<file path="src/rtl/vga_timing_pkg.sv">
// Shared VGA 640x480@60 timing definitions: phase encoding and default
// horizontal/vertical constants used by the H and V timing generators.
package vga_timing_pkg;

    typedef enum logic [1:0] {
        V_SYNC_PH  = 2'd0,
        V_BACK_PH  = 2'd1,
        V_DISP_PH  = 2'd2,
        V_FRONT_PH = 2'd3
    } v_phase_t;

    localparam int H_SYNC_DEF  = 96;
    localparam int H_BACK_DEF  = 48;
    localparam int H_DISP_DEF  = 640;
    localparam int H_FRONT_DEF = 16;
    localparam int H_TOTAL_DEF = H_SYNC_DEF + H_BACK_DEF + H_DISP_DEF + H_FRONT_DEF;

    localparam int V_SYNC_DEF  = 2;
    localparam int V_BACK_DEF  = 33;
    localparam int V_DISP_DEF  = 480;
    localparam int V_FRONT_DEF = 10;
    localparam int V_TOTAL_DEF = V_SYNC_DEF + V_BACK_DEF + V_DISP_DEF + V_FRONT_DEF;

endpackage

</file>
<file path="src/rtl/vga_v_timing_gen.sv">
// Vertical timing generator: counts line_end pulses into a 525-line frame and
// produces registered line count, VSYNC, phase, display row and frame_start.
module vga_v_timing_gen
    import vga_timing_pkg::*;
#(
    parameter int V_SYNC  = V_SYNC_DEF,
    parameter int V_BACK  = V_BACK_DEF,
    parameter int V_DISP  = V_DISP_DEF,
    parameter int V_FRONT = V_FRONT_DEF,
    parameter int CNT_W   = 10
) (
    input  logic             clk,
    input  logic             rst_n,
    input  logic             line_end,
    output logic [CNT_W-1:0] V_Counts,
    output logic             VSYNC,
    output logic [1:0]       v_phase,
    output logic             v_active,
    output logic [CNT_W-1:0] Display_Row,
    output logic             frame_start
);

    localparam int TOTAL = V_SYNC + V_BACK + V_DISP + V_FRONT;

    if (TOTAL > 2 ** CNT_W) begin : g_bad_cfg
        $error("vga_v_timing_gen: frame of %0d lines does not fit CNT_W=%0d", TOTAL, CNT_W);
    end

    localparam logic [CNT_W-1:0] LAST_LINE   = CNT_W'(TOTAL - 1);
    localparam logic [CNT_W-1:0] BACK_START  = CNT_W'(V_SYNC);
    localparam logic [CNT_W-1:0] DISP_START  = CNT_W'(V_SYNC + V_BACK);
    localparam logic [CNT_W-1:0] FRONT_START = CNT_W'(V_SYNC + V_BACK + V_DISP);

    function automatic v_phase_t phase_of(input logic [CNT_W-1:0] line);
        if (line < BACK_START)       return V_SYNC_PH;
        else if (line < DISP_START)  return V_BACK_PH;
        else if (line < FRONT_START) return V_DISP_PH;
        else                         return V_FRONT_PH;
    endfunction

    logic [CNT_W-1:0] cnt_q, cnt_d;
    logic [CNT_W-1:0] row_q, row_d;
    v_phase_t         phase_q, phase_d;
    logic             vsync_q, vsync_d;
    logic             active_q, active_d;
    logic             fs_q, fs_d;

    // NOTE: every variable gets a default before any branch so no path leaves
    // it unassigned; otherwise synthesis infers a latch to hold the old value.
    always_comb begin
        cnt_d    = cnt_q;
        row_d    = row_q;
        phase_d  = phase_q;
        vsync_d  = vsync_q;
        active_d = active_q;
        fs_d     = 1'b0;

        if (line_end) begin
            // ">=" also folds any out-of-range count back to line 0
            if (cnt_q >= LAST_LINE) begin
                cnt_d = '0;
                fs_d  = (cnt_q == LAST_LINE);
            end else begin
                cnt_d = cnt_q + 1'b1;
            end

            // Phase and its decodes come from the next count so all outputs
            // update together in the same edge.
            phase_d  = phase_of(cnt_d);
            vsync_d  = (phase_d != V_SYNC_PH);
            active_d = (phase_d == V_DISP_PH);

            if (phase_d == V_DISP_PH)
                row_d = (cnt_d == DISP_START) ? '0 : row_q + 1'b1;
            else
                row_d = '0;
        end
    end

    // NOTE: state flops use non-blocking assignments so all registers sample
    // their _d values from before the edge, independent of statement order.
    always_ff @(posedge clk or negedge rst_n) begin
        if (!rst_n) begin
            cnt_q    <= '0;
            row_q    <= '0;
            phase_q  <= V_SYNC_PH;
            vsync_q  <= 1'b0;
            active_q <= 1'b0;
            fs_q     <= 1'b0;
        end else begin
            cnt_q    <= cnt_d;
            row_q    <= row_d;
            phase_q  <= phase_d;
            vsync_q  <= vsync_d;
            active_q <= active_d;
            fs_q     <= fs_d;
        end
    end

    assign V_Counts    = cnt_q;
    assign VSYNC       = vsync_q;
    assign v_phase     = phase_q;
    assign v_active    = active_q;
    assign Display_Row = row_q;
    assign frame_start = fs_q;

endmodule

</file>
<file path="config.mk">
export PLATFORM = sky130hd
export DESIGN_NAME = vga_v_timing_gen
export DESIGN_NICKNAME = d
export VERILOG_FILES = /design/src/rtl/vga_timing_pkg.sv /design/src/rtl/vga_v_timing_gen.sv
export SDC_FILE = /design/constraint.sdc
export NUM_CORES = 1
export LEC_CHECK = 0
export ABC_AREA = 0
export ABC_CLOCK_PERIOD_IN_PS = 2150
export CORE_ASPECT_RATIO = 0.7
export CORE_UTILIZATION = 35
export CTS_BUF_LIST = sky130_fd_sc_hd__clkbuf_16
export DETAILED_ROUTE_END_ITERATION = 16
export HOLD_SLACK_MARGIN = 0.15
export SYNTH_ARGS = -nofsm -noshare
export SYNTH_HDL_FRONTEND = slang
export SYNTH_SLANG_ARGS = --single-unit
</file>
<file path="constraint.sdc">
create_clock -name clk -period 2.15 [get_ports clk]
set_input_delay 0.3225 -clock clk [delete_from_list [all_inputs] [get_ports clk]]
set_output_delay 0.3225 -clock clk [all_outputs]
set_load 0.005 [all_outputs]
</file>
==> results of run 1 <==
[area by class of cell]
cell class / count / area, um2 / share of cell area [%]
multi-input combinational: 133 / 1010 / 42.3
sequential: 25 / 627 / 26.2
timing repair buffer: 64 / 561 / 23.4
clock buffer: 3 / 75.1 / 3.14
tap: 55 / 68.8 / 2.88
inverter: 12 / 45.0 / 1.88
clock inverter: 1 / 3.75 / 0.157
[repair_timing]
action / CTS / global route
pin swaps: 9 / 17
resized for setup: 10 / 26
endpoints found under the hold margin: 0 / 0
setup buffers: 8 / 3
endpoints found under the setup margin: 5 / 14
[cell families after synthesis]
logic type,after synthesis,synth area share [%]
AND/OR/NAND/NOR,72,25.6
AO/OA/AOI/OAI,56,25.2
flip-flops,25,39.3
buffers and inverters,22,6.22
adder cells (fa/ha/maj),3,2.36
multiplexers,2,1.26
[stage by stage]
step | utilization (%) | cell area, um2 | setup slack [ps] | setup TNS, ps | hold slack [ps]
2_1_floorplan | - | 1590 | 20.7 | 0 | 26.9
3_3_place_gp | 48.2 | 2100 | 19.3 | 0 | 501
3_5_place_dp | 48.2 | 2100 | -87.9 | -334 | 505
4_1_cts | 52.3 | 2280 | 3.24 | 0 | 447
5_1_grt | 55.0 | 2390 | -20.0 | -36.5 | 470
6_report | 55.0 | 2390 | 84.2 | 0 | 436
[cells in the mapped netlist, drive strengths merged (2+ instances only)]
master   count
a21oi        5
a22o         3
a32o         2
and2         2
and3         9
buf          3
clkbuf       7
dfrtp       25
ha           3
inv         12
mux2i        2
nand2       12
nand2b       3
nand3       14
nand3b       3
nand4        3
nor2         8
nor2b        3
nor3         3
nor3b        3
nor4         3
o21ai       21
o22ai        6
o2bb2ai      4
o31ai        3
o41ai        2
[registers in the layout, summed over array words and instances, names as in the netlist]
signal and cells:
v_phase 2, Display_Row 10, VSYNC 1, v_active 1, V_Counts 10, frame_start 1
[power by group]
part / switching, uW / internal [uW]
sequential: 135 / 572
clock: 165 / 249
combinational: 852 / 1010
[path summary, 6_finish.rpt]
kind                                              end                     from  cells past startpoint
max                            v_phase[0]$_DFFE_PN0P_  V_Counts[0]$_DFFE_PN0P_                      9
min                        Display_Row[0]$_DFFE_PN0P_                    rst_n                      2
max reg2reg                    v_phase[0]$_DFFE_PN0P_  V_Counts[0]$_DFFE_PN0P_                      9
min reg2reg                         VSYNC$_DFFE_PN0P_        VSYNC$_DFFE_PN0P_                      2
max in group asynchronous     V_Counts[0]$_DFFE_PN0P_                    rst_n                      2
min in group clk                    VSYNC$_DFFE_PN0P_        VSYNC$_DFFE_PN0P_                      2
[placed cells by master (no fill, tap or decap), types with 4 or more instances in the layout]
| master | synthesis | layout |
|---|---|---|
| o2bb2ai_1 | 4 | 4 |
| nand3_1 | 14 | 11 |
| o22ai_1 | 6 | 5 |
| buf_4 | 0 | 36 |
| and3_1 | 9 | 8 |
| nor2_1 | 8 | 6 |
| o21ai_2 | 4 | 7 |
| a21oi_1 | 5 | 4 |
| clkdlybuf4s50_1 | 0 | 27 |
| o21ai_0 | 14 | 13 |
| dfrtp_1 | 25 | 24 |
| inv_1 | 12 | 11 |
| nand2_1 | 12 | 10 |
[per-layer routing]
metal  GRT usage [%]  part of all wire [%]  up-vias
li1                -                     -      791
met1            27.5                    50      769
met2            28.5                    44       43
met3            3.57                   5.2        4
met4            5.91                  0.83        0
met5               0                     0        -
==> flow_summary.yaml, run 1 <==
cts:
  clkTransAtPathRegs_ps: 60
  cts_tree: "built"
  cts_made_buffers: 3
  htree_levels: 1
  clockBufferDepth: 2
  cts_root_buf: "clkbuf_16"
  insertion_delay_ps: 260
  cts_sinks: 25
  cts_hold_buf: 0
pwr:
  power_per_cell_area_nw_per_um2: 1250
  p_leak_uw: 0.00101
  peakVddDrop_mv: 0.651
  power_uw: 2990
placement:
  gp_congestion: 0.831
  port-buffer-count: 27
  dp.cells: 280
  dp_hpwl_um: 3030
die:
  start_util_pct: 36.5
  die_w_um: 82.6
  coreArea_um2: 4350
  ios: 28
  rows: 20
  dieHeight_um: 58.4
  dieArea_um2: 4820
timing:
  rsz0062_at_grt: "yes"
  finalHoldViolCount: 0
  finalClockSkew_ps: 1.93
  fin_crit_ps: 2070
  tightestPinTransition_ps: 466
  final.period_utilization_pct: 96.1
  fmax_ghz: 0.484
  maxSlewHeadroom_pct: 69.0
  setup_viol: 0
  slew_viol_final: 0
setup_path:
  critPathKind: "flop to flop"
  crit_path_frequent_cell: "buf_4"
  cp_num_buf_inv: 2
  arrival_ps: 2210
  critPathMaxStageDelay_ps: 410
  critical-path-top-delay-family: "compound AO/OA/AOI/OAI gates"
  critPathCaptureType: "flop"
  cp_cell_sequence: "buf_4 > ha_2 > or2_2 > o21a_2 > o32ai_4 > a211oi_2 > o31ai_1 > buf_4 > o22ai_1"
  path_max_fanout: 5
  cpMaxStageDelayCell: "dfrtp_2"
  ff2ff_setup_slack_ps: 80
  cp-start-kind: "flop"
  cp.required_ps: 2290
route:
  dr_total_vias: 1607
  drtIter0Drc: 92
  drtPass1Iterations: 4
  viasPerCell: 5.48
  wirelength_um: 4450
  wire_per_inst_um: 15.2
  route.detailed.drc: 0
  antenna_left: 0
global_routing:
  antenna_found_initial: 0
  grt_overflow: 0
  grt_max_degree: 43
  gr-usage-all-layers_pct: 18.9
  first_global_vias: 1485
  grt_pass1_wl_um: 6980
status:
  status: "finished clean"
synthesis:
  synth_edf_count: 0
  syn_nets: 186
  synth.area.top_cells: "dfrtp_1 39%, nand3_1 4.4%, o21ai_0 4.4%, and3_1 3.5%, inv_1 2.8%"
  synth_cell_types: 47
  yosys.area.top_type_share_pct: 39.3
  synthCells: 180
  ys.flop_type: "dfrtp_1"
  ys_seq_area_share_pct: 39.3
  synth_area_per_cell_um2: 8.83
  synthArstFlopShare_pct: 100
  ys.warnings.count: 0
  synth-seq-cells: 25
  synth_top_cell_by_area: "dfrtp_1"
  netlist_area_um2: 1590
finish:
  num-nets-final: 245
  antenna_cells: 0
  drive_gt1_share_pct: 33.2
  syn_to_final_growth_pct: 50.5
  fillers: 407
  final_cells: 293
hold_path:
  holdCritPathClass: "primary input to asynchronous set/reset pin"
flow_run:
  maxCapViolCount: 0
Power figures use the tool's default switching activity.
==> run 2, diff against run 1 <==
REMOVE_ABC_BUFFERS = 1   (was not set)
==> run 2 against run 1 <==
  * Power fell by 12%
  * Sequential power fell by 2%
  * Die area did not move
  * Non-clock buffer count fell by 13
  * Combinational power fell by 19%
  * Global-route usage fell by 0.89 points
  * Cell count fell by 4.4%
  * Utilization fell by 3.6 points
  * Maximum frequency fell by 0.11%
  * Worst setup slack got worse by 2.4 ps
==> flow_summary.yaml, run 2 (synthesized netlist as in run 1, its figures left out) <==
status:
  status: "finished clean"
pwr:
  power_per_cell_area_nw_per_um2: 1170
  p_leak_uw: 0.000924
  peakVddDrop_mv: 0.650
timing:
  maxSlewHeadroom_pct: 70.2
  finalHoldViolCount: 0
  slew_viol_final: 0
  setup_viol: 0
  setup_slack_ps: 81.8
  hold_slack_ps: 425
  final.period_utilization_pct: 96.2
  tightestPinTransition_ps: 444
  rsz0062_at_grt: "no"
  fin_crit_ps: 2070
  finalClockSkew_ps: 3.43
  fmax_ghz: 0.484
global_routing:
  first_global_vias: 1341
  gr-usage-all-layers_pct: 18.1
  grt_pass1_wl_um: 6640
  grt_overflow: 0
  antenna_found_initial: 0
  grt_max_degree: 43
route:
  viasPerCell: 5.49
  drtPass1Iterations: 8
  drtIter0Drc: 108
  wirelength_um: 3970
  antenna_left: 0
  dr_total_vias: 1536
  route.detailed.drc: 0
  wire_per_inst_um: 14.2
cts:
  cts_made_buffers: 3
  htree_levels: 1
  clkTransAtPathRegs_ps: 70
  cts_tree: "built"
  insertion_delay_ps: 260
  clockBufferDepth: 2
  cts_hold_buf: 0
  cts_root_buf: "clkbuf_16"
  cts_sinks: 25
setup_path:
  crit_path_start: "V_Counts[1]$_DFFE_PN0P_"
  critPathKind: "flop to flop"
  path_max_fanout: 8
  cp-start-kind: "flop"
  arrival_ps: 2260
  critPathCaptureType: "flop"
  cp.required_ps: 2340
  timing.rr.start: "V_Counts[1]$_DFFE_PN0P_"
placement:
  placed_cell_area_um2: 2060
  dp_hpwl_um: 2830
  post-place-ws_ps: -18.4
  port-buffer-count: 27
  gp_congestion: 0.870
die:
  dieArea_um2: 4820
  dieHeight_um: 58.4
  start_util_pct: 36.5
  coreArea_um2: 4350
  rows: 20
  ios: 28
  die_w_um: 82.6
finish:
  stdcell_area_um2: 2230
  multi_input_area_um2: 948
  most-common-layout-cells: "27 x clkdlybuf4s50_1, 25 x dfrtp_1, 22 x buf_4"
  antenna_cells: 0
  syn_to_final_growth_pct: 40.5
  drive_gt1_share_pct: 23.1
  seq_area_um2: 626
  num-nets-final: 232
  final_common_cell: "clkdlybuf4s50_1"
  fillers: 417
flow_run:
  maxCapViolCount: 0
hold_path:
  holdCritPathClass: "primary input to asynchronous set/reset pin"
run 2: worst paths after layout:
check	cells after the start	slack, ps	endpoint
worst min register to register	2	520	VSYNC$_DFFE_PN0P_
worst max register to register	10	80	Display_Row[4]$_DFFE_PN0P_
worst min-delay path	2	430	Display_Row[9]$_DFFE_PN0P_
min in group clk	2	520	VSYNC$_DFFE_PN0P_
max in group asynchronous	2	1480	Display_Row[7]$_DFFE_PN0P_
worst max-delay path	10	80	Display_Row[4]$_DFFE_PN0P_
run 2: final cells by class:
type	count	share of cell area, %
repair buffers	51	20.9
multi-input cells	133	42.4
flip-flops and latches	25	28.0
inverters	12	2.02
well taps	55	3.08
clock inverters	1	0.224
clock buffers	3	3.36
run 2: metrics by stage:
| step | instances | setup TNS, ps | power (uW) | utilization [%] |
|---|---|---|---|---|
| final | 280 | 0 | 2620 | 51.3 |
| after CTS | 279 | 0 | 2530 | 49.6 |
| after global routing | 280 | 0 | 2820 | 51.3 |
| after floorplan | 170 | -119 | 1380 | - |
| after detailed placement | 275 | -60.8 | 2050 | 47.3 |
| after global placement | 275 | -9.26 | 2030 | 47.3 |
run 2: critical path, stage by stage, from the launching register on:
cell       delay, ps
dfrtp_1          400
inv_2             80
ha_4             210
nor2b_1          140
or4_1            440
nor2_2           130
o21ai_2           70
and3_1           150
buf_6            140
o21ai_2          130
o2bb2ai_1        110
run 2: power breakdown:
part	internal, uW	leakage, uW	total, uW	switching, uW
clock network	251	0.0000409	420	169
registers	570	0.000331	692	122
logic	788	0.000552	1510	721
total	1610	0.000924	2620	1010
run 2: what timing repair did:
| item | in CTS | in global routing |
|---|---|---|
| pin swaps | 1 | 3 |
| gates resized for setup | 5 | 15 |
| setup endpoints to repair | 8 | 11 |
| setup buffers | 0 | 1 |
run 2: routing by layer:
layer / vias to the layer above / track usage (%) / share of wire [%]
met1: 738 / 29.4 / 54
met2: 29 / 24.2 / 42
met4: 0 / 2.96 / 0.45
li1: 767 / - / -
met5: - / 0 / 0
met3: 2 / 3.72 / 3.8
==> run 3, diff against run 2 <==
SKIP_CTS_REPAIR_TIMING = 1   (was not set)
==> run 3 against run 2 <==
  * Register-to-register slack hardly changed
  * Power increased by 1.5%
  * Via count decreased by 0.26%
  * Die area stayed put
  * Global-route usage hardly changed
  * Cell count stayed put
  * Critical endpoint is now Display_Row[7]$_DFFE_PN0P_
==> flow_summary.yaml, run 3 (synthesized netlist as in run 1, its figures left out) <==
timing:
  finalClockSkew_ps: 4.42
  tightestPinTransition_ps: 446
  fin_crit_ps: 2060
  setup_slack_ps: 90.2
  maxSlewHeadroom_pct: 70.0
  finalHoldViolCount: 0
  slew_viol_final: 0
  fmax_ghz: 0.485
  final.period_utilization_pct: 95.8
  setup_viol: 0
route:
  wirelength_um: 3990
  wire_per_inst_um: 14.3
  viasPerCell: 5.47
  drtIter0Drc: 107
  antenna_left: 0
  drtPass1Iterations: 8
  dr_total_vias: 1532
  route.detailed.drc: 0
pwr:
  peakVddDrop_mv: 0.643
  p_leak_uw: 0.000925
  power_per_cell_area_nw_per_um2: 1190
cts:
  cts_root_buf: "clkbuf_16"
  clockBufferDepth: 2
  cts_made_buffers: 3
  htree_levels: 1
  cts_tree: "built"
  insertion_delay_ps: 260
  cts_sinks: 25
  clkTransAtPathRegs_ps: 70
finish:
  utilization_pct: 51.5
  num-nets-final: 232
  drive_gt1_share_pct: 23.6
  stdcell_area_um2: 2240
  most-common-layout-cells: "27 x clkdlybuf4s50_1, 25 x dfrtp_1, 22 x buf_4"
  final_common_cell: "clkdlybuf4s50_1"
  final_cells: 280
  antenna_cells: 0
  syn_to_final_growth_pct: 41.1
die:
  coreArea_um2: 4350
  ios: 28
  dieArea_um2: 4820
  dieHeight_um: 58.4
  start_util_pct: 36.5
  rows: 20
  die_w_um: 82.6
setup_path:
  cp-start-kind: "flop"
  arrival_ps: 2240
  ff2ff_setup_slack_ps: 90
  rr_endpoint: "Display_Row[7]$_DFFE_PN0P_"
  critPathKind: "flop to flop"
  timing.rr.start: "V_Counts[1]$_DFFE_PN0P_"
  critPathCaptureType: "flop"
  critPathCapture: "Display_Row[7]$_DFFE_PN0P_"
  rr_worst_depth: 10
  cp.required_ps: 2330
  crit_path_start: "V_Counts[1]$_DFFE_PN0P_"
  path_max_fanout: 8
hold_path:
  holdCritPathClass: "primary input to asynchronous set/reset pin"
placement:
  gp_congestion: 0.870
  dp_hpwl_um: 2830
  post-place-ws_ps: -18.4
  placed_cell_area_um2: 2060
  port-buffer-count: 27
  dp.cells: 275
global_routing:
  grt_pass1_wl_um: 6660
  first_global_vias: 1344
  grt_overflow: 0
  gr-usage-all-layers_pct: 18.1
  grt_max_degree: 43
  antenna_found_initial: 0
flow_run:
  maxCapViolCount: 0
status:
  status: "finished clean"
run 3: how the worst min path moves through the flow:
stage | to | slack [ps] | cells past startpoint
floorplan | Display_Row[0]$_DFFE_PN0P_ | 30 | 0
global placement | VSYNC$_DFFE_PN0P_ | 510 | 2
detailed placement | VSYNC$_DFFE_PN0P_ | 520 | 2
CTS | V_Counts[4]$_DFFE_PN0P_ | 440 | 2
global route | Display_Row[9]$_DFFE_PN0P_ | 460 | 2
finish | V_Counts[4]$_DFFE_PN0P_ | 430 | 2
run 3: area by class of cell:
type	instances	area, um2
Fill cell	415	2110
Multi-Input combinational cell	133	957
Sequential cell	25	626
Timing Repair Buffer	51	467
Clock buffer	3	75.1
Tap cell	55	68.8
Inverter	12	45.0
Clock inverter	1	5.00
run 3: report_power, final:
group	internal [uW]	switching, uW	leakage [uW]
sequential	570	122	0.000331
clock	251	168	0.0000409
combinational	813	737	0.000553
run 3: routing by layer:
layer	vias to the layer above	wire length, um	GRT usage [%]
met5	-	0	0
met4	0	18	2.96
met3	2	181	3.72
met2	35	1650	24.2
met1	727	2140	29.5
li1	768	-	-
run 3: worst max-delay path: stages, from the launching register on:
cell	delay (ps)
dfrtp_1	400
inv_2	80
ha_4	210
nor2b_1	140
or4_4	430
nor2_4	130
o21ai_2	60
and3_1	150
buf_6	140
o21ai_2	120
o2bb2ai_1	110
run 3: metrics by stage:
step                total power (uW)  setup TNS (ps)  hold WS [ps]
CTS                             2490            -212           438
global placement                2030           -9.26           509
floorplan                       1380            -119          26.9
detailed placement              2050           -60.8           517
finish                          2660               0           425
global route                    2870           -3.88           463
